$ cat config.mk
export PLATFORM = sky130hd
export DESIGN_NAME = router_fifo_flat
export DESIGN_NICKNAME = d
export VERILOG_FILES = /design/src/rtl/router_fifo_pkg.sv /design/src/rtl/router_fifo_if.sv /design/src/rtl/router_fifo.sv /design/src/flat_wrapper.sv
export SDC_FILE = /design/constraint.sdc
export NUM_CORES = 1
export LEC_CHECK = 0
export ABC_AREA = 1
export BUFFER_PORTS_ARGS = -buffer_cell sky130_fd_sc_hd__buf_2
export CAP_MARGIN = 20
export CORE_MARGIN = 2
export CORE_UTILIZATION = 38
export CTS_CLUSTER_DIAMETER = 50
export DETAILED_ROUTE_END_ITERATION = 8
export HOLD_SLACK_MARGIN = 0.15
export SLEW_MARGIN = 10
export SYNTH_ARGS = -nofsm -noshare
export SYNTH_HDL_FRONTEND = slang
export SYNTH_SLANG_ARGS = --single-unit
$ cat constraint.sdc
create_clock -name clock -period 5.85 [get_ports clock]
set_clock_uncertainty 0.15 [all_clocks]
set_input_delay 0.8775 -clock clock [delete_from_list [all_inputs] [get_ports clock]]
set_output_delay 0.8775 -clock clock [all_outputs]
set_load 0.05 [all_outputs]
$ cat src/rtl/router_fifo_pkg.sv
// Shared router definitions: data width, buffer depth, header field layout and
// the buffered word format {hdr_tag, byte}.
package router_fifo_pkg;

  localparam int unsigned ROUTER_DATA_W     = 8;
  localparam int unsigned ROUTER_FIFO_DEPTH = 16;

  // Header byte layout: destination address in [1:0], payload length in [7:2].
  localparam int unsigned HDR_ADDR_LSB = 0;
  localparam int unsigned HDR_ADDR_MSB = 1;
  localparam int unsigned HDR_LEN_LSB  = 2;
  localparam int unsigned HDR_LEN_MSB  = 7;

  typedef struct packed {
    logic                     hdr_tag;
    logic [ROUTER_DATA_W-1:0] data;
  } fifo_word_t;

  // Bytes still to come after a header: payload length plus the parity byte.
  function automatic logic [6:0] hdr_remaining(input logic [ROUTER_DATA_W-1:0] hdr);
    return {1'b0, hdr[HDR_LEN_MSB:HDR_LEN_LSB]} + 7'd1;
  endfunction

endpackage

$ cat src/rtl/router_fifo_if.sv
// Handshake bundle between the register stage / destination port (master) and
// the per-destination output buffer (slave).
interface router_fifo_if
  import router_fifo_pkg::*;
#(
  parameter int unsigned WIDTH = ROUTER_DATA_W
);

  logic             soft_reset;
  logic             write_enb;
  logic             read_enb;
  logic             lfd_state;
  logic [WIDTH-1:0] data_in;
  logic             full;
  logic             empty;
  logic             pkt_rd_busy;
  logic [WIDTH-1:0] data_out;

  modport master (
    output soft_reset,
    output write_enb,
    output read_enb,
    output lfd_state,
    output data_in,
    input  full,
    input  empty,
    input  pkt_rd_busy,
    input  data_out
  );

  modport slave (
    input  soft_reset,
    input  write_enb,
    input  read_enb,
    input  lfd_state,
    input  data_in,
    output full,
    output empty,
    output pkt_rd_busy,
    output data_out
  );

endinterface

$ cat src/rtl/router_fifo.sv
// Per-destination output buffer: in-order byte FIFO with header tags, read-side
// packet tracking and a synchronous flush for destination timeouts.
module router_fifo
  import router_fifo_pkg::*;
#(
  parameter int unsigned DEPTH = ROUTER_FIFO_DEPTH,
  parameter int unsigned WIDTH = ROUTER_DATA_W
) (
  input  logic           clock,
  input  logic           resetn,
  router_fifo_if.slave   bus
);

  localparam int unsigned AW = $clog2(DEPTH);

  localparam logic [AW:0]   FullCount = (AW + 1)'(DEPTH);
  localparam logic [AW:0]   CntOne    = {{AW{1'b0}}, 1'b1};
  localparam logic [AW-1:0] PtrOne    = {{(AW - 1){1'b0}}, 1'b1};

  logic [AW-1:0]    wr_ptr_q;
  logic [AW-1:0]    rd_ptr_q;
  logic [AW:0]      count_q;
  logic [6:0]       rem_q;
  logic [WIDTH-1:0] data_out_q;
  logic [WIDTH:0]   mem [DEPTH];

  logic             full;
  logic             empty;
  logic             flush;
  logic             wr_acc;
  logic             rd_acc;
  logic [WIDTH:0]   rd_word;

  assign full  = (count_q == FullCount);
  assign empty = (count_q == '0);
  assign flush = !resetn || bus.soft_reset;

  // Accepts are judged on the pre-edge flags; a flush cycle swallows both sides.
  assign wr_acc = bus.write_enb && !full  && !flush;
  assign rd_acc = bus.read_enb  && !empty && !flush;

  assign rd_word = mem[rd_ptr_q];

  // Storage is not reset; the pointers define which entries are live.
  always_ff @(posedge clock) begin
    if (wr_acc) begin
      mem[wr_ptr_q] <= {bus.lfd_state, bus.data_in};
    end
  end

  always_ff @(posedge clock) begin
    if (flush) begin
      wr_ptr_q   <= '0;
      rd_ptr_q   <= '0;
      count_q    <= '0;
      rem_q      <= '0;
      data_out_q <= '0;
    end else begin
      if (wr_acc) begin
        wr_ptr_q <= wr_ptr_q + PtrOne;
      end
      if (rd_acc) begin
        rd_ptr_q   <= rd_ptr_q + PtrOne;
        data_out_q <= rd_word[WIDTH-1:0];
        if (rd_word[WIDTH]) begin
          rem_q <= hdr_remaining(rd_word[WIDTH-1:0]);
        end else if (rem_q != '0) begin
          rem_q <= rem_q - 7'd1;
        end
      end
      case ({wr_acc, rd_acc})
        2'b10:   count_q <= count_q + CntOne;
        2'b01:   count_q <= count_q - CntOne;
        default: count_q <= count_q;
      endcase
    end
  end

  assign bus.full        = full;
  assign bus.empty       = empty;
  assign bus.pkt_rd_busy = (rem_q != '0);
  assign bus.data_out    = data_out_q;

`ifndef SYNTHESIS
  a_no_overflow: assert property (@(posedge clock) disable iff (!resetn)
    count_q <= FullCount);
  a_flags_exclusive: assert property (@(posedge clock) disable iff (!resetn)
    !(full && empty));
`endif

endmodule

$ cat src/flat_wrapper.sv
// flat-port wrapper written by rule: the top's interface ports become plain ports
module router_fifo_flat import router_fifo_pkg::*;
#(
  parameter int unsigned DEPTH = ROUTER_FIFO_DEPTH,
  parameter int unsigned WIDTH = ROUTER_DATA_W
)
  (clock, resetn, bus_soft_reset, bus_write_enb, bus_read_enb, bus_lfd_state, bus_data_in, bus_full, bus_empty, bus_pkt_rd_busy, bus_data_out);
  router_fifo_if #(.WIDTH(WIDTH)) bus_i ();
  input  logic clock;
  input  logic resetn;
  input wire logic [$bits(bus_i.soft_reset)-1:0] bus_soft_reset;
  input wire logic [$bits(bus_i.write_enb)-1:0] bus_write_enb;
  input wire logic [$bits(bus_i.read_enb)-1:0] bus_read_enb;
  input wire logic [$bits(bus_i.lfd_state)-1:0] bus_lfd_state;
  input wire logic [$bits(bus_i.data_in)-1:0] bus_data_in;
  output wire logic [$bits(bus_i.full)-1:0] bus_full;
  output wire logic [$bits(bus_i.empty)-1:0] bus_empty;
  output wire logic [$bits(bus_i.pkt_rd_busy)-1:0] bus_pkt_rd_busy;
  output wire logic [$bits(bus_i.data_out)-1:0] bus_data_out;
  assign bus_i.soft_reset = bus_soft_reset;
  assign bus_i.write_enb = bus_write_enb;
  assign bus_i.read_enb = bus_read_enb;
  assign bus_i.lfd_state = bus_lfd_state;
  assign bus_i.data_in = bus_data_in;
  assign bus_full = bus_i.full;
  assign bus_empty = bus_i.empty;
  assign bus_pkt_rd_busy = bus_i.pkt_rd_busy;
  assign bus_data_out = bus_i.data_out;
  router_fifo #(.DEPTH(DEPTH), .WIDTH(WIDTH)) u_core (.clock(clock), .resetn(resetn), .bus(bus_i));
endmodule
==> results by group, run 1 <==
Critical path
  – Setup crit end: u_core.count_q[4]
  – Critical path class: input port to flip-flop
  – Worst reg-to-reg setup slack: 2.88 ns
  – Crit end category: flip-flop
  – Critical R2R Capture: u_core.count_q[4]
  – Worst-case reg-to-reg path depth: 15
  – Worst R2R Start: u_core.count_q[1]
  – Worst path required time: 6.02 ns
  – CP arrival: 3.48 ns
  – Crit start category: input port
  – Critical path origin: bus_soft_reset
  – Worst Path Max Fanout: 20

CTS
  – Post-CTS Setup Bufs: 0
  – CTS tree: yes
  – H-tree depth: 4
  – CTS sink cnt: 176
  – Num CTS Buffers: 17
  – Clock latency on the worst-skew pair: 0.43 ns
  – Clock transition at the registers of the reported paths: 0.07 ns
  – Hold Buf Count CTS: 0
  – Post-CTS resize count: 0
  – CTS root buffer: clkbuf_16
  – Clk buf depth: 2

STA
  – Post-layout min period: 3.30 ns
  – Setup TNS: 0 ns
  – RSZ-0062 raised after global routing: false
  – Pins Over Slew Limit: 0
  – Setup violations, final: 0
  – Hold Violations, Final: 0
  – Fmax: 303 MHz
  – Rel. slew slack: 0.423
  – Worst Tran Pin Value: 0.863 ns
  – Period utilization: 0.565
  – Final hold slack: 0.336 ns

Floorplanning
  – Initial core utilization: 0.389
  – Die ar.: 0.0212 mm^2
  – Ports: 25
  – Die Wd: 145 um
  – Die height: 145 um
  – Floorplan core area: 0.0195 mm^2
  – # rows: 51

Finish
  – Final #Nets: 774
  – Area grow syn2layout: 11.5%
  – # diodes: 0
  – Fill cell count: 1896
  – Fraction of layout cells with a size suffix above 1: 0.101

Power and ir drop
  – Reg power frac: 0.524
  – Clock share of power: 0.444
  – Maximum vdd ir drop: 0.190 mV
  – Switching power: 0.000576 W
  – Cell area power density: 306 mW/mm^2
  – Share of power burned in combinational logic: 0.032
  – P_int: 0.00202 W
  – Static Leak: 3.28 nW
  – Switching Share: 0.222

GRT
  – Met3 usage: 0.0335
  – Vias in the first global route: 4863
  – Total grt overflow: 0
  – GR Layer Usage met1: 0.196
  – Met2 Usage GRT: 0.274
  – Initial antenna violation count: 0
  – GRT busiest layer: met2
  – GR Util All Layers: 0.160
  – Largest net degree at the start of global routing: 68
  – First-pass GRT wire length: 26000 um

Logic synthesis
  – Post-synth EDFFs: 144
  – Syn. warnings: 0
  – Synthesized net count: 758
  – Share of the synthesized area in the top cell type: 0.569
  – Mean Syn Cell Area: 10.4 um^2
  – Top-count cell post-synth: nand2_1
  – Ys flop type: edfxtp_1
  – Post-synthesis sequential area ratio: 0.653
  – Post-synth top cells: 175 x nand2_1, 144 x edfxtp_1, 81 x nand3_1
  – Asr flop ratio synth: 0
  – Syn Inst Count: 734
  – Largest area contributor in the netlist: edfxtp_1
  – Area contributors post-synth: edfxtp_1 57%, nand2_1 8.6%, dfxtp_1 8.4%, nand3_1 5.3%, nor2_1 3.9%
  – Register bit total from synthesis: 176
  – Post-synthesis cell type count: 31
  – Mapped Area: 0.00760 mm^2

Route
  – Antenna Nets Post-Route: 0
  – DRC viols: 0
  – Via count: 5050
  – WL/cell: 15.9 um
  – Iter 0 DRT Violations: 411
  – Final WL: 16300 um
  – Vias/cell: 4.91
  – Pre-antenna DRT Iters: 5

Place
  – Dpl hpwl: 10300 um
  – Port buffer count: 24
  – Placer Congestion: 0.839

Outcome
  – Status: finished, final reports clean

Min path
  – Hold Path Class: flip-flop to flip-flop
  – Min-delay src: u_core.rem_q[1]

Job
  – Max-Cap Viols: 0
cells in the final DEF, fill, tap and decap left out:
cell	instances
a211oi_1	1
a21o_1	1
a21oi_1	24
buf_2	24
buf_4	4
bufinv_16	2
clkbuf_16	17
clkinv_1	1
clkinv_2	1
clkinv_4	1
clkinv_8	1
clkinvlp_4	3
dfxtp_1	31
dfxtp_2	1
edfxtp_1	144
ha_1	10
inv_1	65
inv_2	4
inv_6	7
inv_8	1
nand2_1	175
nand2_2	7
nand2_4	1
nand3_1	81
nand4_1	2
nor2_1	79
nor2_2	2
nor4_1	1
o211ai_1	12
o21ai_0	31
o21ai_1	12
o221ai_1	7
o22ai_1	2
or2_2	1
xnor2_1	2
xor2_1	5
how the worst min path moves through the flow:
stage / end / slack [ns] / cells past startpoint
3_3_place_gp: u_core.rd_ptr_q[2] / 0.32 / 2
4_1_cts: u_core.rem_q[1] / 0.34 / 2
2_1_floorplan: flip-flop / 0.30 / 2
3_5_place_dp: flip-flop / 0.32 / 2
5_1_grt: u_core.count_q[4] / 0.37 / 2
6_report: u_core.rem_q[1] / 0.34 / 2
final cells by class:
type / count / area [um^2] / area share
clock buffer: 17 / 425 / 0.0502
clock inverter: 15 / 176 / 0.0208
inverter: 71 / 272 / 0.0320
multi-input combinational: 456 / 2150 / 0.254
sequential: 176 / 4970 / 0.586
tap: 265 / 332 / 0.0391
timing repair buffer: 28 / 150 / 0.0177
registers in the layout, indices dropped and copies added, names as in the netlist, named ones only:
| register | flops |
|---|---|
| u_core.bus.data_out | 8 |
| u_core.count_q | 5 |
| u_core.mem | 144 |
| u_core.rd_ptr_q | 4 |
| u_core.rem_q | 7 |
| u_core.wr_ptr_q | 4 |
worst max-delay path, stage by stage:
cell	delay (ns)
buf_2	0.09
nor2_1	0.09
buf_4	0.24
inv_1	0.23
nor2_1	0.38
inv_1	0.14
ha_1	0.29
xor2_1	0.18
ha_1	0.20
a21o_1	0.17
nand2_1	0.06
o21ai_0	0.09
a21oi_1	0.13
o21ai_0	0.11
o21ai_0	0.16
a21oi_1	0.05
power by group through the flow:
stage / Clock, W / Combinational [W] / Sequential [W]
after floorplan: 0 / 0.0000473 / 0.00139
after global placement: 0 / 0.0000837 / 0.00139
after detailed placement: 0 / 0.0000835 / 0.00139
after CTS: 0.00117 / 0.0000838 / 0.00136
after global routing: 0.00122 / 0.0000935 / 0.00136
final: 0.00115 / 0.0000828 / 0.00136
logic make-up after synthesis:
| kind of cell | after synthesis | synth area share |
|---|---|---|
| buffers and inverters | 102 | 0.0639 |
| adders and majority gates | 10 | 0.0165 |
| xor gates and xnor gates | 7 | 0.00806 |
| DFF | 176 | 0.653 |
| and+or+nand+nor | 349 | 0.191 |
| AOI/OAI and AO/OA | 90 | 0.0676 |
stage by stage:
| stage | instance area, um^2 | instances | power [W] | worst slack (ns) | util |
|---|---|---|---|---|---|
| after floorplan | 7600 | 734 | 0.00144 | 2.86 | - |
| after global placement | 7870 | 996 | 0.00147 | 2.15 | 0.403 |
| after detailed placement | 7870 | 996 | 0.00147 | 2.10 | 0.403 |
| after CTS | 8470 | 1028 | 0.00261 | 2.55 | 0.434 |
| after global routing | 8470 | 1028 | 0.00267 | 2.20 | 0.434 |
| final | 8470 | 1028 | 0.00260 | 2.55 | 0.434 |
routing by layer:
layer / part of all wire / vias to the layer above
met3: 0.048 / 24
met2: 0.50 / 135
met4: 0.021 / 0
met5: 0 / -
met1: 0.44 / 2374
li1: - / 2517
Note: power is estimated with default switching activity, not from simulation.
==> run 2: changes to the inputs <==
--- a/config.mk
+++ b/config.mk
@@ -5,7 +5,7 @@
 export SDC_FILE = /design/constraint.sdc
 export NUM_CORES = 1
 export LEC_CHECK = 0
-export ABC_AREA = 1
+export ABC_AREA = 0
 export BUFFER_PORTS_ARGS = -buffer_cell sky130_fd_sc_hd__buf_2
 export CAP_MARGIN = 20
 export CORE_MARGIN = 2
==> constraint.sdc (replaced) <==
create_clock -name clock -period 3.1 [get_ports clock]
set_clock_uncertainty 0.15 [all_clocks]
set_input_delay 0.465 -clock clock [delete_from_list [all_inputs] [get_ports clock]]
set_output_delay 0.465 -clock clock [all_outputs]
set_load 0.05 [all_outputs]
==> run 2 against run 1 <==
Net effect: non-clock buffer count grew 35; first-iteration DRC count decreased by 21%; clock-buffer cell count did not move; via count fell by 21%; sequential power up 88%; worst setup slack worse by 2.3 ns; combinational power grew 22%; critical path depth decreased by 4; synthesized area decreased by 3.4%; utilization up 1.9 points; routed wire length down 13%.
==> results by group, run 2 <==
Outcome
  – Status: finished, final reports clean

STA
  – Rel. slew slack: 0.541
  – Post-layout min period: 2.82 ns
  – Period utilization: 0.908
  – RSZ-0062 raised after global routing: false
  – Pins Over Slew Limit: 0
  – Worst Tran Pin Value: 0.688 ns
  – Setup violations, final: 0
  – Fmax: 355 MHz
  – Hold Violations, Final: 0
  – Setup TNS: 0 ns

Logic synthesis
  – Ys flop type: edfxtp_1
  – Post-synthesis compound-gate area fraction: 0.0440
  – Post-synthesis sequential area ratio: 0.676
  – Largest family of logic cells by synthesized area: multiplexers
  – XOR/XNOR Fraction of Synth Area: 0.0179
  – Share of the synthesized area in the top cell type: 0.589
  – Top-count cell post-synth: edfxtp_1
  – Area contributors post-synth: edfxtp_1 59%, dfxtp_1 8.7%, mux4_2 7.7%, mux4_1 4.7%, nand2_1 1.8%
  – Largest area contributor in the netlist: edfxtp_1
  – Asr flop ratio synth: 0
  – Post-synth top cells: 144 x edfxtp_1, 36 x nand2_1, 35 x nor2_1
  – Syn Inst Count: 441
  – Mux cell area share after synthesis: 0.140
  – Post-synth EDFFs: 144
  – Post-synthesis cell type count: 53
  – Adder-Cell Fraction of Synth Area: 0.0170
  – Mapped Area: 0.00734 mm^2
  – Synth Area in Simple Gates: 0.0738
  – Register bit total from synthesis: 176
  – Syn. warnings: 0
  – Synthesized net count: 465
  – Mean Syn Cell Area: 16.6 um^2

Finish
  – Fraction of layout cells with a size suffix above 1: 0.268
  – Sequential cell area: 0.00497 mm^2
  – Final Non-Filler Cells: 772
  – Reg with most FFs: u_core.mem
  – Max FFs per register: 144
  – Most common cell after layout, fill and taps aside: edfxtp_1
  – Fill cell count: 1623
  – Most frequent cells in the layout: 144 x edfxtp_1, 38 x buf_4, 36 x nand2_1, 35 x nor2_1, 31 x dfxtp_1
  – Multi-input logic area: 0.00219 mm^2
  – Area grow syn2layout: 16.1%
  – Final #Nets: 525
  – # diodes: 0

Place
  – Placed cells: 742
  – Port buffer count: 24
  – Dpl hpwl: 9660 um
  – Placer Congestion: 0.800

Critical path
  – CP arrival: 2.97 ns
  – Crit path max-delay cell type: or4_4
  – CP peak stage delay: 0.59 ns
  – Levels on crit path: 12
  – CP Buf/Inv Count: 0
  – Critical path class: flip-flop to flip-flop
  – Crit-path cells: or4_4, o21ai_4, nor2_1, ha_4, xor2_1, ha_1, a21oi_2, nor3b_1, o21ai_0, a21oi_1, xnor2_1, nor2_1
  – CP delay by family, top: simple AND/OR/NAND/NOR gates
  – Worst-case reg-to-reg path depth: 12
  – Worst Path Max Fanout: 8
  – CP most frequent cell: nor2_1
  – Crit start category: flip-flop
  – Crit end category: flip-flop
  – Worst path required time: 3.26 ns

Min path
  – Hold depth: 4
  – Hold Path Class: input port to flip-flop

GRT
  – Initial antenna violation count: 0
  – Met2 Usage GRT: 0.235
  – Vias in the first global route: 3971
  – Total grt overflow: 0
  – Met3 usage: 0.0372
  – First-pass GRT wire length: 22400 um
  – Largest net degree at the start of global routing: 37
  – GR Util All Layers: 0.148
  – GR Layer Usage met1: 0.202
  – GRT busiest layer: met2

Floorplanning
  – Die height: 143 um
  – Ports: 25
  – Floorplan core area: 0.0188 mm^2
  – Die ar.: 0.0204 mm^2
  – Die Wd: 143 um
  – # rows: 50
  – Initial core utilization: 0.390

Route
  – Antenna Nets Post-Route: 0
  – Via count: 3985
  – Vias/cell: 5.16
  – DRC viols: 0
  – Iter 0 DRT Violations: 323
  – Final WL: 14300 um
  – WL/cell: 18.5 um
  – Pre-antenna DRT Iters: 7

CTS
  – CTS sink cnt: 176
  – CTS tree: yes
  – CTS root buffer: clkbuf_16
  – H-tree depth: 4
  – Clock transition at the registers of the reported paths: 0.06 ns
  – Num CTS Buffers: 17
  – Hold Buf Count CTS: 0
  – Clk buf depth: 2
  – Clock latency on the worst-skew pair: 0.43 ns

Power and ir drop
  – Static Leak: 2.83 nW
  – Maximum vdd ir drop: 0.332 mV
  – Cell area power density: 562 mW/mm^2

Job
  – Max-Cap Viols: 0
run 2: cell count changes after synthesis, sizes merged, moves of 14 or more:
cell   delta
o21ai    -36
nand3    -77
inv      -63
nor2     -45
mux4     +38
nand2   -146
buf      -14
run 2: logic make-up after synthesis:
| group | after synthesis |
|---|---|
| AO/OA/AOI/OAI | 49 |
| XOR/XNOR | 15 |
| adder cells (fa/ha/maj) | 10 |
| buffers and inverters | 29 |
| flip-flops | 176 |
| multiplexers | 48 |
| AND/OR/NAND/NOR | 114 |
run 2: routing by layer:
layer | part of all wire | wire (um)
met4 | 0.013 | 192
met1 | 0.47 | 6700
met2 | 0.48 | 6850
met5 | 0 | 0
met3 | 0.037 | 524
run 2: repair_timing:
item / 4_1_cts / 5_1_grt
setup buffers: 0 / 0
endpoints found under the setup margin: 0 / 2
gates resized for setup: 0 / 4
run 2: where the power goes:
part	internal (W)	leakage (nW)	total [W]	switching, W
logic	0.0000330	0.994	0.000101	0.0000676
registers	0.00256	1.55	0.00256	0.00000453
clock network	0.00126	0.285	0.00213	0.000865
total	0.00385	2.83	0.00479	0.000938
run 2: area by class of cell:
| cell class | instances | area share |
|---|---|---|
| Clock buffer | 17 | 0.0499 |
| Inverter | 7 | 0.00308 |
| Tap cell | 260 | 0.0382 |
| Multi-Input combinational cell | 236 | 0.257 |
| Timing Repair Buffer | 63 | 0.0499 |
| Sequential cell | 176 | 0.583 |
| Clock inverter | 13 | 0.0189 |
run 2: tightest hold or removal path, cell delays in order:
cell     delay [ns]
buf_2          0.08
nor2b_1        0.07
o21ai_0        0.08
a31oi_1        0.04
run 2: worst paths after layout:
path,startpoint,to,slack [ns]
worst max-delay path,u_core.count_q[0],u_core.count_q[4],0.28
worst max register to register,u_core.count_q[0],u_core.count_q[4],0.28
worst min-delay path,bus_soft_reset,u_core.rem_q[6],0.21
worst min register to register,u_core.bus.data_out[4],u_core.bus.data_out[4],0.30
run 2: stage by stage:
stage               power [W]   util  area [um^2]  worst slack [ns]  hold slack [ns]
floorplan             0.00266      -         7360            0.0142            0.305
global placement      0.00271  0.420         7910             0.345            0.289
detailed placement    0.00272  0.420         7910             0.183            0.298
CTS                   0.00484  0.451         8500             0.150            0.193
global route          0.00494  0.453         8520            0.0371            0.217
finish                0.00479  0.453         8520             0.284            0.214
==> run 3: changes to the inputs <==
==> constraint.sdc (replaced) <==
create_clock -name clock -period 2.95 [get_ports clock]
set_clock_uncertainty 0.15 [all_clocks]
set_input_delay 0.4425 -clock clock [delete_from_list [all_inputs] [get_ports clock]]
set_output_delay 0.4425 -clock clock [all_outputs]
set_load 0.05 [all_outputs]
==> run 3 against run 2 <==
Net effect: first-iteration DRC count increased by 20%; sequential cell count stayed put; sequential power rose by 5%; clock power is essentially flat; worst setup slack lost 0.10 ns; maximum frequency increased by 1.8%.
==> results by group, run 3 (same netlist as run 2, synthesis figures left out) <==
Outcome
  – Status: finished, final reports clean

CTS
  – Clock transition at the registers of the reported paths: 0.06 ns
  – Clk buf depth: 2
  – H-tree depth: 4
  – Num CTS Buffers: 17
  – Post-CTS Setup Bufs: 0
  – Post-CTS resize count: 0
  – Clock latency on the worst-skew pair: 0.42 ns
  – CTS sink cnt: 176
  – Hold Buf Count CTS: 0
  – CTS root buffer: clkbuf_16
  – CTS tree: yes

Route
  – WL/cell: 19.8 um
  – Antenna Nets Post-Route: 0
  – Iter 0 DRT Violations: 386
  – Top sig layer: met5
  – Via count: 4067
  – M1 WL: 7010 um
  – Final WL: 15300 um
  – DRC viols: 0
  – Routed met2 length: 7370 um
  – Vias/cell: 5.29
  – Pre-antenna DRT Iters: 5
  – Met3 WL: 707 um

STA
  – Worst Tran Pin Value: 0.679 ns
  – Rel. slew slack: 0.547
  – Fmax: 361 MHz
  – Hold Violations, Final: 0
  – Post-layout min period: 2.77 ns
  – Setup violations, final: 0
  – Period utilization: 0.938
  – Pins Over Slew Limit: 0
  – Setup TNS: 0 ns

Critical path
  – CP peak stage delay: 0.58 ns
  – Critical path class: flip-flop to flip-flop
  – Crit path max-delay cell type: or4_4
  – Worst path required time: 3.11 ns
  – Crit-path cells: or4_4, o21ai_4, nor2_4, ha_4, xor2_1, ha_2, a21oi_2, nor3b_1, o21ai_1, a21oi_1, xnor2_1, nor2_1
  – Worst Path Max Fanout: 8
  – CP arrival: 2.93 ns
  – Crit end category: flip-flop
  – CP Buf/Inv Count: 0
  – CP delay by family, top: simple AND/OR/NAND/NOR gates
  – Crit start category: flip-flop

GRT
  – Initial antenna violation count: 1
  – Vias in the first global route: 4039
  – Total grt overflow: 0
  – GR Util All Layers: 0.157
  – Largest net degree at the start of global routing: 31
  – First-pass GRT wire length: 23200 um

Finish
  – Fraction of layout cells with a size suffix above 1: 0.261
  – Final #Nets: 520
  – Most frequent cells in the layout: 144 x edfxtp_1, 36 x nand2_1, 34 x nor2_1, 33 x buf_4, 30 x dfxtp_1
  – Reg with most FFs: u_core.mem
  – Area grow syn2layout: 15.1%
  – Most common cell after layout, fill and taps aside: edfxtp_1
  – Max FFs per register: 144
  – # diodes: 0
  – Post-route cell area: 0.00845 mm^2

Floorplanning
  – # rows: 50
  – Die Wd: 143 um
  – Die height: 143 um
  – Ports: 25
  – Initial core utilization: 0.390
  – Floorplan core area: 0.0188 mm^2
  – Die ar.: 0.0204 mm^2

Place
  – Placed instance area: 0.00789 mm^2
  – Port buffer count: 24
  – Placer Congestion: 0.817
  – Dpl hpwl: 10100 um

Power and ir drop
  – Pwr Total: 0.00490 W
  – Cell area power density: 580 mW/mm^2
  – Maximum vdd ir drop: 0.404 mV
  – Static Leak: 2.77 nW

Min path
  – Hold Path Class: input port to flip-flop

Job
  – Max-Cap Viols: 0
-- run 3: changes by cell type in the layout (fill, tap and decap cells not counted), moves of 2 or more --
| cell | change |
|---|---|
| bufinv_16 | -2 |
| clkbuf_1 | +2 |
| clkinv_1 | +2 |
| buf_4 | -5 |
-- run 3: power by group --
part | switching [W] | internal, W
sequential | 0.00000402 | 0.00269
combinational | 0.0000742 | 0.0000337
clock | 0.000931 | 0.00116
-- run 3: worst min-delay path, cell delays in order --
cell	delay [ns]
buf_2	0.09
nor2b_1	0.07
o21ai_0	0.09
a31oi_1	0.04
-- run 3: path summary, 6_finish.rpt --
| kind | slack [ns] | cells past startpoint | from | end |
|---|---|---|---|---|
| worst min register to register | 0.30 | 2 | u_core.bus.data_out[6] | u_core.bus.data_out[6] |
| worst max-delay path | 0.18 | 12 | u_core.count_q[0] | u_core.count_q[4] |
| worst min-delay path | 0.20 | 4 | bus_soft_reset | u_core.rem_q[6] |
| worst max register to register | 0.18 | 12 | u_core.count_q[0] | u_core.count_q[4] |
-- run 3: final cells by class --
type / count / area (um^2)
inverters: 7 / 26.3
well taps: 260 / 325
clock inverters: 13 / 113
flip-flops and latches: 176 / 4970
fillers: 1629 / 10400
clock buffers: 19 / 433
multi-input cells: 236 / 2190
repair buffers: 58 / 388
-- run 3: routing by layer --
metal / GRT usage / up-vias
met3: 0.0355 / 20
met2: 0.249 / 100
met1: 0.218 / 2114
met4: 0.0448 / 2
li1: - / 1831
met5: 0 / -
-- run 3: stage by stage --
stage	setup slack (ns)	utilization	instances	hold slack, ns
2_1_floorplan	-0.0682	-	441	0.305
3_3_place_gp	0.242	0.419	737	0.293
3_5_place_dp	0.129	0.419	737	0.298
4_1_cts	0.0959	0.448	769	0.190
5_1_grt	-0.00814	0.449	769	0.222
6_report	0.183	0.449	769	0.204
